[config.mk]
export PLATFORM = sky130hd
export DESIGN_NAME = voice_mixer
export DESIGN_NICKNAME = d
export VERILOG_FILES = /design/src/rtl/voice_mixer.sv
export SDC_FILE = /design/constraint.sdc
export NUM_CORES = 1
export LEC_CHECK = 0
export BUFFER_PORTS_ARGS = -buffer_cell sky130_fd_sc_hd__clkbuf_2
export CORE_ASPECT_RATIO = 1.1
export CORE_MARGIN = 2
export CORE_UTILIZATION = 61
export CTS_BUF_LIST = sky130_fd_sc_hd__clkbuf_4 sky130_fd_sc_hd__clkbuf_8
export DETAILED_ROUTE_END_ITERATION = 8
export PLACE_DENSITY_LB_ADDON = 0.12
export SETUP_SLACK_MARGIN = 0.15
export SLEW_MARGIN = 10
export SYNTH_ARGS = -nofsm -noshare
export SYNTH_HDL_FRONTEND = slang
export SYNTH_SLANG_ARGS = --single-unit
[constraint.sdc]
create_clock -name clk -period 15.3 [get_ports clk]
set_clock_uncertainty 0.05 [all_clocks]
set_input_delay 2.295 -clock clk [delete_from_list [all_inputs] [get_ports clk]]
set_output_delay 2.295 -clock clk [all_outputs]
set_load 0.02 [all_outputs]
[src/rtl/voice_mixer.sv]
// Voice mixer: scans NUM_CHANNELS voices once per sample_tick, reads each
// active voice's waveform LUT word and accumulates it scaled by amplitude.
// The result is then shifted, saturated and presented as one signed sample.
module voice_mixer #(
  parameter int unsigned NUM_BITS      = 32,
  parameter int unsigned NUM_CHANNELS  = 16,
  parameter int unsigned LUT_ADDR_BITS = 10,
  parameter int unsigned SAMPLE_BITS   = 16,
  parameter int unsigned AMP_BITS      = 8
) (
  input  logic                               clk,
  input  logic                               rst,
  input  logic                               sample_tick,
  input  logic [NUM_CHANNELS-1:0]            voice_active,
  input  logic [NUM_CHANNELS*AMP_BITS-1:0]   amp_in,
  input  logic [NUM_BITS-1:0]                phi_in,
  output logic [NUM_CHANNELS-1:0]            curr_note,
  output logic [NUM_CHANNELS-1:0]            acc_en,
  output logic [LUT_ADDR_BITS-1:0]           lut_addr,
  input  logic [SAMPLE_BITS-1:0]             lut_data,
  output logic [SAMPLE_BITS-1:0]             sample_out,
  output logic                               sample_valid,
  output logic                               busy,
  output logic                               tick_overrun
);

  localparam int unsigned CH_BITS   = $clog2(NUM_CHANNELS);
  localparam int unsigned PROD_BITS = SAMPLE_BITS + AMP_BITS + 1;
  localparam int unsigned SUM_BITS  = SAMPLE_BITS + AMP_BITS + CH_BITS + 1;
  localparam int unsigned PHI_LOW   = NUM_BITS - LUT_ADDR_BITS;

  localparam logic signed [SUM_BITS-1:0] SAT_MAX =
    {{(SUM_BITS-SAMPLE_BITS+1){1'b0}}, {(SAMPLE_BITS-1){1'b1}}};
  localparam logic signed [SUM_BITS-1:0] SAT_MIN =
    {{(SUM_BITS-SAMPLE_BITS+1){1'b1}}, {(SAMPLE_BITS-1){1'b0}}};

  typedef enum logic [1:0] {
    IDLE  = 2'd0,
    SCAN  = 2'd1,
    DRAIN = 2'd2,
    OUT   = 2'd3
  } state_t;

  state_t                     state;
  logic [CH_BITS-1:0]         ch;
  logic signed [SUM_BITS-1:0] sum;

  // Pipeline that tracks which voice the returning lut_data belongs to
  logic                       pipe_v1;
  logic                       pipe_v2;
  logic [CH_BITS-1:0]         ch_d1;
  logic [CH_BITS-1:0]         ch_d2;
  logic                       act_d1;
  logic                       act_d2;

  logic [AMP_BITS-1:0]         amp_sel;
  logic signed [PROD_BITS-1:0] lut_ext;
  logic signed [PROD_BITS-1:0] amp_ext;
  logic signed [PROD_BITS-1:0] prod;
  logic signed [SUM_BITS-1:0]  prod_ext;
  logic signed [SUM_BITS-1:0]  shifted;
  logic [SAMPLE_BITS-1:0]      clamped;
  logic                        unused_phi;

  // Low phase bits only matter to the phase accumulators, not to the LUT
  assign unused_phi = ^phi_in[PHI_LOW-1:0];

  // Amplitude of the voice whose LUT word is arriving this cycle
  assign amp_sel = amp_in[32'(ch_d2) * AMP_BITS +: AMP_BITS];

  // Signed sample times unsigned amplitude, widened so the product is exact
  always_comb begin
    lut_ext  = {{(PROD_BITS-SAMPLE_BITS){lut_data[SAMPLE_BITS-1]}}, lut_data};
    amp_ext  = {{(PROD_BITS-AMP_BITS){1'b0}}, amp_sel};
    prod     = lut_ext * amp_ext;
    prod_ext = {{(SUM_BITS-PROD_BITS){prod[PROD_BITS-1]}}, prod};
  end

  // Remove the amplitude scale and saturate to the sample range
  always_comb begin
    shifted = sum >>> AMP_BITS;
    clamped = shifted[SAMPLE_BITS-1:0];
    if (shifted > SAT_MAX) begin
      clamped = SAT_MAX[SAMPLE_BITS-1:0];
    end else if (shifted < SAT_MIN) begin
      clamped = SAT_MIN[SAMPLE_BITS-1:0];
    end
  end

  // One-hot phase read select, only while scanning
  always_comb begin
    curr_note = '0;
    if (state == SCAN) begin
      curr_note[ch] = 1'b1;
    end
  end

  assign busy = (state != IDLE);

  // Align voice index and enable with the one-cycle LUT read latency
  always_ff @(posedge clk) begin
    if (rst) begin
      pipe_v1 <= 1'b0;
      pipe_v2 <= 1'b0;
      ch_d1   <= '0;
      ch_d2   <= '0;
      act_d1  <= 1'b0;
      act_d2  <= 1'b0;
    end else begin
      pipe_v1 <= (state == SCAN);
      pipe_v2 <= pipe_v1;
      ch_d1   <= ch;
      ch_d2   <= ch_d1;
      act_d1  <= (state == SCAN) && voice_active[ch];
      act_d2  <= act_d1;
    end
  end

  // Frame sequencer, accumulator and registered outputs
  always_ff @(posedge clk) begin
    if (rst) begin
      state        <= IDLE;
      ch           <= '0;
      sum          <= '0;
      lut_addr     <= '0;
      sample_out   <= '0;
      sample_valid <= 1'b0;
      acc_en       <= '0;
      tick_overrun <= 1'b0;
    end else begin
      sample_valid <= 1'b0;
      acc_en       <= '0;
      tick_overrun <= sample_tick && (state != IDLE);

      if (pipe_v2 && act_d2) begin
        sum <= sum + prod_ext;
      end

      case (state)
        IDLE: begin
          if (sample_tick) begin
            state <= SCAN;
            ch    <= '0;
            sum   <= '0;
          end
        end
        SCAN: begin
          lut_addr <= phi_in[NUM_BITS-1 -: LUT_ADDR_BITS];
          if (ch == CH_BITS'(NUM_CHANNELS - 1)) begin
            state <= DRAIN;
            ch    <= '0;
          end else begin
            ch <= ch + CH_BITS'(1);
          end
        end
        DRAIN: begin
          if (ch == CH_BITS'(1)) begin
            state <= OUT;
            ch    <= '0;
          end else begin
            ch <= ch + CH_BITS'(1);
          end
        end
        OUT: begin
          sample_out   <= clamped;
          sample_valid <= 1'b1;
          acc_en       <= voice_active;
          state        <= IDLE;
        end
        default: begin
          state <= IDLE;
        end
      endcase
    end
  end

endmodule

==> results of run 1 <==
## stage by stage
step                cells  worst slack, ns  utilization  power, mW
global placement     1517            6.637       0.6976      1.820
finish               1533            6.910       0.7096      2.006
floorplan            1123            7.308            -      1.491
CTS                  1533            6.916       0.7096      2.014
global route         1533            6.586       0.7096      2.229
detailed placement   1517            6.537       0.6976      1.842
## placed cells by master (no fill, tap or decap), types with 10 or more instances in the layout
master and instances:
a21o_1 12, a21oi_1 64, and2_1 107, clkbuf_2 233, clkbuf_8 10, dfxtp_1 90, fa_1 129, ha_1 71
inv_1 206, mux2i_1 14, mux4_1 10, mux4_2 35, nand2_1 111, nand3_1 11, nor2_1 60, nor2b_1 14
nor3_1 22, o21ai_0 28, xor2_1 11
## layer usage
metal,share of wire,routed length (µm)
met5,0,0
met4,0.025,587
met3,0.038,885
met2,0.55,12990
met1,0.38,9054
## logic make-up (layout without fill, tap and decap cells)
group                      Yosys count  in the layout  share of synthesized area
muxes                               60             60                     0.1161
DFF                                 91             91                     0.1760
xor gates and xnor gates            19             19                    0.01607
and+or+nand+nor                    357            357                     0.1715
adders and majority gates          200            200                     0.3353
buffers and inverters              250            456                     0.1015
AOI/OAI and AO/OA                  146            146                    0.08352
## cell type report
type | count | area (µm²) | area share
clock buffers | 11 | 145.1 | 0.01240
clock inverters | 5 | 52.55 | 0.004491
inverters | 206 | 773.2 | 0.06607
multi-input cells | 782 | 7480 | 0.6392
flip-flops and latches | 91 | 1823 | 0.1558
well taps | 204 | 255.2 | 0.02181
repair buffers | 234 | 1174 | 0.1003
## power groups by stage
| stage | logic [mW] | clock network, mW | registers, mW |
|---|---|---|---|
| finish | 1.57 | 0.166 | 0.270 |
| global route | 1.78 | 0.174 | 0.273 |
| CTS | 1.58 | 0.167 | 0.270 |
| detailed placement | 1.57 | 0 | 0.276 |
| global placement | 1.54 | 0 | 0.275 |
| floorplan | 1.20 | 0 | 0.287 |
## flip-flops by register name, summed over array words and instances (netlist names)
name          count
pipe_v2           1
ch                4
pipe_v1           1
sample_valid      1
acc_en           16
ch_d2             4
lut_addr         10
sample_out       16
act_d1            1
ch_d1             4
state             2
act_d2            1
sum              29
tick_overrun      1
## worst paths after layout
| check | startpoint | end | cells after the start |
|---|---|---|---|
| setup / recovery | amp_in[56] | sum[27] | 21 |
| hold reg to reg | ch_d1[0] | ch_d2[0] | 1 |
| hold / removal | ch_d1[0] | ch_d2[0] | 1 |
| setup reg to reg | ch_d2[0] | sum[27] | 20 |
==> flow_summary.ini, run 1 <==
[worst_setup_path]
critPathBufInv = 6
critical-path-top-delay-family = adder cells
critical_path_class = primary input to register
cp-start-kind = primary input
ff_to_ff_setup_slack_ns = 7.78
cp-end-kind = register
req_time_crit_path_ns = 15.49
critical-path-slowest-cell = mux4_2
timing.critical_path.fanout_max = 16
worst_ep_arrival_time_ns = 8.58
worstPathCellList = clkbuf_2 -> mux4_2 -> mux4_2 -> nand2_1 -> fa_1 -> inv_1 -> fa_1 -> inv_1 -> fa_1 -> inv_1 -> fa_1 -> inv_1 -> fa_1 -> inv_1 -> ha_1 -> a21oi_1 -> o21ai_0 -> a221o_1 -> a221oi_1 -> xor2_1 -> o21ai_1
critPathMaxStageDelay_ns = 0.67

[floorplanning]
die_area_mm2 = 0.01803
chipHeight_um = 140.6
row_count = 49
coreArea_mm2 = 0.01649
die_w_um = 128.2
initial_utilization = 0.6277
pin_count = 256

[global_route]
first_global_vias = 8516
top_usage_layer = met2
met1_usage = 0.3311
grt_first_pass_wirelength_um = 39140
total_gr_overflow = 0
grt_max_degree = 48
antenna_found_initial = 0
global_route_usage_over_all_layers = 0.2684
grtUsageMet2 = 0.4978
gr_layer_usage_met3 = 0.02505

[power_and_ir_drop]
intPower_mw = 0.9511
clock_power_share = 0.083
sw_frac_of_total = 0.5258
part_of_the_power_in_registers = 0.135
netSwitchingPower_mw = 1.054
peakVddDrop_mv = 0.1474
power_density_mw_per_mm2 = 171.4
static-leakage-power_nw = 5.873
combinational_fraction_of_design_power = 0.783

[run_status]
outcome = complete, no violations

[sta]
setup_viol_count_final = 0
final.period_utilization = 0.5484
finalWorstPathRequiredPeriod_ns = 8.390
slew_headroom = 0.3439
hold_ws_ns = 0.3910
setup_tns_ns = 0
rsz_0062_raised_after_global_routing = no
slew_violations = 0
finalHoldViolations = 0
max_clock_freq_ghz = 0.1192
worstMarginPinSlew_ns = 0.9775

[logic_synthesis]
synth_top_flop_cell = dfxtp_1
seq_area_frac_synth = 0.1760
yosysMostFrequentCell = inv_1
synth_top_area_frac = 0.2495
yosys.cell_types.count = 56
ys_top_cells_by_area = fa_1 (25%), dfxtp_1 (18%), ha_1 (8.6%), mux4_2 (7.6%), inv_1 (7.5%)
ys_ff_latch = 91
share_of_async_settable_or_async_resettable_flops_after_synthesis = 0
ys.warnings.count = 0
yosysTopAreaCell = fa_1
postSynthAreaPerCell_um2 = 9.219
count_of_flip_flops_with_a_built_in_enable_after_synthesis = 0
synthCells = 1123
mappedNetlistNets = 1518
mappedNetlistArea_mm2 = 0.01035
post_synth_most_frequent_cells = inv_1 (206), fa_1 (129), nand2_1 (111), and2_1 (107), dfxtp_1 (91)

[clocking]
cts.clk_slew.worst_paths_ns = 0.09
cts_setup_buffers = 0
clock_insertion_delay_worst_skew_ns = 0.37
cts_root_buffer = clkbuf_8
cts-htree-levels = 3
cts_sinks = 91
tritoncts = done
hold_buffers = 0
tritoncts.num_buffers = 9
cts-resized-gates = 0
clk_path_buf_depth = 2

[layout]
area_growth_pct = 13.04
share_of_cells_above_drive_strength_1 = 0.2205
postLayoutCellArea_mm2 = 0.01170
antenna_cells = 0
design.final.nets = 1719
fillCellCount = 1379

[drt]
detail_route.first_pass.iterations = 5
route.antenna.remaining_nets = 0
post_dr_vias_cell = 5.517
route.final.wire_length_um = 23520
via_total_after_detailed_routing = 8458
remaining_drc_errors = 0
post_drt_wl_per_cell_um = 15.34
drt_iter0_markers = 331

[placed_design]
place.port_buffers = 233
hpwlAfterDp_um = 19960
globalplace.congestion = 0.9266
placed_cell_area_mm2 = 0.01150

[run]
maxCapViolCount = 0

[min_path]
worst_hold_path_type = register to register
Note: power is estimated with default switching activity, not from simulation.
==> run 2, diff against run 1 <==
ABC_AREA = 1   (was unset)
CORE_UTILIZATION = 52   (was 61)
clock period = 7.21 ns   (was 15.3 ns; I/O delays follow)
==> flow_summary.ini, run 2 <==
[logic_synthesis]
synth_top_area_frac = 0.2324
ys.warnings.count = 0
mappedNetlistNets = 1998
yosysMostFrequentCell = inv_1
synthCells = 1603
yosysTopAreaCell = fa_1
mappedNetlistArea_mm2 = 0.01111
seq_area_frac_synth = 0.1639
count_of_flip_flops_with_a_built_in_enable_after_synthesis = 0
share_of_async_settable_or_async_resettable_flops_after_synthesis = 0
ys_top_cells_by_area = fa_1 (23%), dfxtp_1 (16%), inv_1 (12%), nand2_1 (9.9%), ha_1 (8.0%)
post_synth_most_frequent_cells = inv_1 (368), nand2_1 (294), nor2_1 (233), fa_1 (129), o21ai_0 (100)
synth_top_flop_cell = dfxtp_1
yosys.cell_types.count = 41
postSynthAreaPerCell_um2 = 6.932
ys_ff_latch = 91

[global_route]
first_global_vias = 10220
grt_first_pass_wirelength_um = 48500
total_gr_overflow = 0
antenna_found_initial = 0
grt_max_degree = 65
global_route_usage_over_all_layers = 0.2641

[power_and_ir_drop]
intPower_mw = 2.293
static-leakage-power_nw = 7.038
sw_frac_of_total = 0.5770
total_power_mw = 5.420
clock_power_share = 0.065
peakVddDrop_mv = 0.2881
power_density_mw_per_mm2 = 430.3
combinational_fraction_of_design_power = 0.826
netSwitchingPower_mw = 3.127
part_of_the_power_in_registers = 0.110

[layout]
postLayoutCellArea_mm2 = 0.01260
fillCellCount = 2085
biggest_regs = sum (29), acc_en (16), sample_out (16)
largest_register_ff_count = 29
largest-register = sum
post_layout_nonfiller_instances = 2103
area_growth_pct = 13.35
share_of_cells_above_drive_strength_1 = 0.1699
layout.cells.most_common_list = inv_1 (368), nand2_1 (294), nor2_1 (233), clkbuf_2 (233), fa_1 (129)
mostFrequentLayoutCell = inv_1
design.final.nets = 2203
antenna_cells = 0

[min_path]
worst_hold_path_type = register to register

[floorplanning]
coreArea_mm2 = 0.02116
die_w_um = 143.4
pin_count = 256
chipHeight_um = 157.3
die_area_mm2 = 0.02256
initial_utilization = 0.5251
row_count = 56

[clocking]
tritoncts = done
cts-resized-gates = 0
clock_insertion_delay_worst_skew_ns = 0.37
cts-htree-levels = 3
clk_path_buf_depth = 2
cts_root_buffer = clkbuf_8
cts.clk_slew.worst_paths_ns = 0.11
cts_sinks = 91
cts_setup_buffers = 0
tritoncts.num_buffers = 9
hold_buffers = 0

[worst_setup_path]
cp-start-kind = register
timing.critical_path.fanout_max = 17
critical_path_class = register to register
worst_ep_arrival_time_ns = 6.64
cp-end-kind = register
ff_to_ff_setup_slack_ns = 0.80
req_time_crit_path_ns = 7.44

[placed_design]
placed_cell_area_mm2 = 0.01240
globalplace.congestion = 0.8933
place.port_buffers = 233
hpwlAfterDp_um = 24120
place_inst = 2087

[drt]
route.final.wire_length_um = 28810
post_drt_wl_per_cell_um = 13.70
route.antenna.remaining_nets = 0
drt_iter0_markers = 641
remaining_drc_errors = 0
post_dr_vias_cell = 4.972
detail_route.first_pass.iterations = 5
via_total_after_detailed_routing = 10460

[sta]
finalWorstPathRequiredPeriod_ns = 6.413
rsz_0062_raised_after_global_routing = no
setup_tns_ns = 0
worstMarginPinSlew_ns = 1.102
finalHoldViolations = 0
final.period_utilization = 0.8894
slew_headroom = 0.2654
setup_viol_count_final = 0
max_clock_freq_ghz = 0.1559
slew_violations = 0

[run_status]
outcome = complete, no violations

[run]
maxCapViolCount = 0
==> run 2: metal layers <==
| metal | global-route usage | part of all wire |
|---|---|---|
| met5 | 0 | 0 |
| met4 | 0.08170 | 0.026 |
| met3 | 0.02799 | 0.061 |
| met2 | 0.4299 | 0.45 |
| met1 | 0.3709 | 0.46 |
==> run 2: critical path, cell delays in order, from the launching register on <==
cell      delay [ns]
dfxtp_2         0.59
buf_4           0.24
o21ai_0         0.09
o221ai_1        0.19
o211ai_1        0.14
nand2_2         0.29
nand2_1         0.21
fa_1            0.60
inv_1           0.06
fa_1            0.61
inv_1           0.14
fa_1            0.55
inv_1           0.06
fa_1            0.50
inv_1           0.05
fa_1            0.50
inv_1           0.05
ha_1            0.40
nand2_1         0.12
nor2_1          0.23
nand2_1         0.10
nor2_1          0.11
nand2_1         0.08
nand4_1         0.10
nand3_1         0.11
nand2_1         0.08
inv_1           0.04
==> run 2: kinds of logic after synthesis <==
kind of cell    count (synthesis)  synth area share
buf+inv                       430            0.1596
flops                          91            0.1639
simple gates                  639            0.2334
xor+xnor                        6          0.004729
compound gates                237            0.1260
fa+ha+maj                     200            0.3124
==> run 2: path summary, 6_finish.rpt <==
check	startpoint	endpoint	cells after the start
worst min register to register	pipe_v1	pipe_v2	2
worst min-delay path	pipe_v1	pipe_v2	2
worst max register to register	ch_d2[0]	sum[23]	26
worst max-delay path	ch_d2[0]	sum[23]	26
==> run 2: power by group through the flow <==
stage | clock network (mW) | logic (mW) | registers, mW
finish | 0.351 | 4.47 | 0.594
global route | 0.381 | 5.21 | 0.602
CTS | 0.359 | 4.48 | 0.594
detailed placement | 0 | 4.42 | 0.604
global placement | 0 | 4.35 | 0.602
floorplan | 0 | 3.37 | 0.651
==> run 2: layout make-up <==
type,count,area [µm²],area share
multi-input combinational,1082,7517,0.5968
sequential,91,1823,0.1447
clock buffer,9,123.9,0.009834
inverter,378,1429,0.1134
clock inverter,7,76.32,0.006059
tap,290,362.8,0.02881
timing repair buffer,246,1264,0.1003
==> run 2: per-stage QoR <==
stage	worst slack, ns	hold slack, ns	utilization
floorplan	1.092	0.3383	-
finish	0.7974	0.3445	0.5953
detailed placement	0.4940	0.3469	0.5858
global placement	0.5197	0.3410	0.5858
global route	0.3689	0.3710	0.5953
CTS	0.7960	0.3536	0.5953
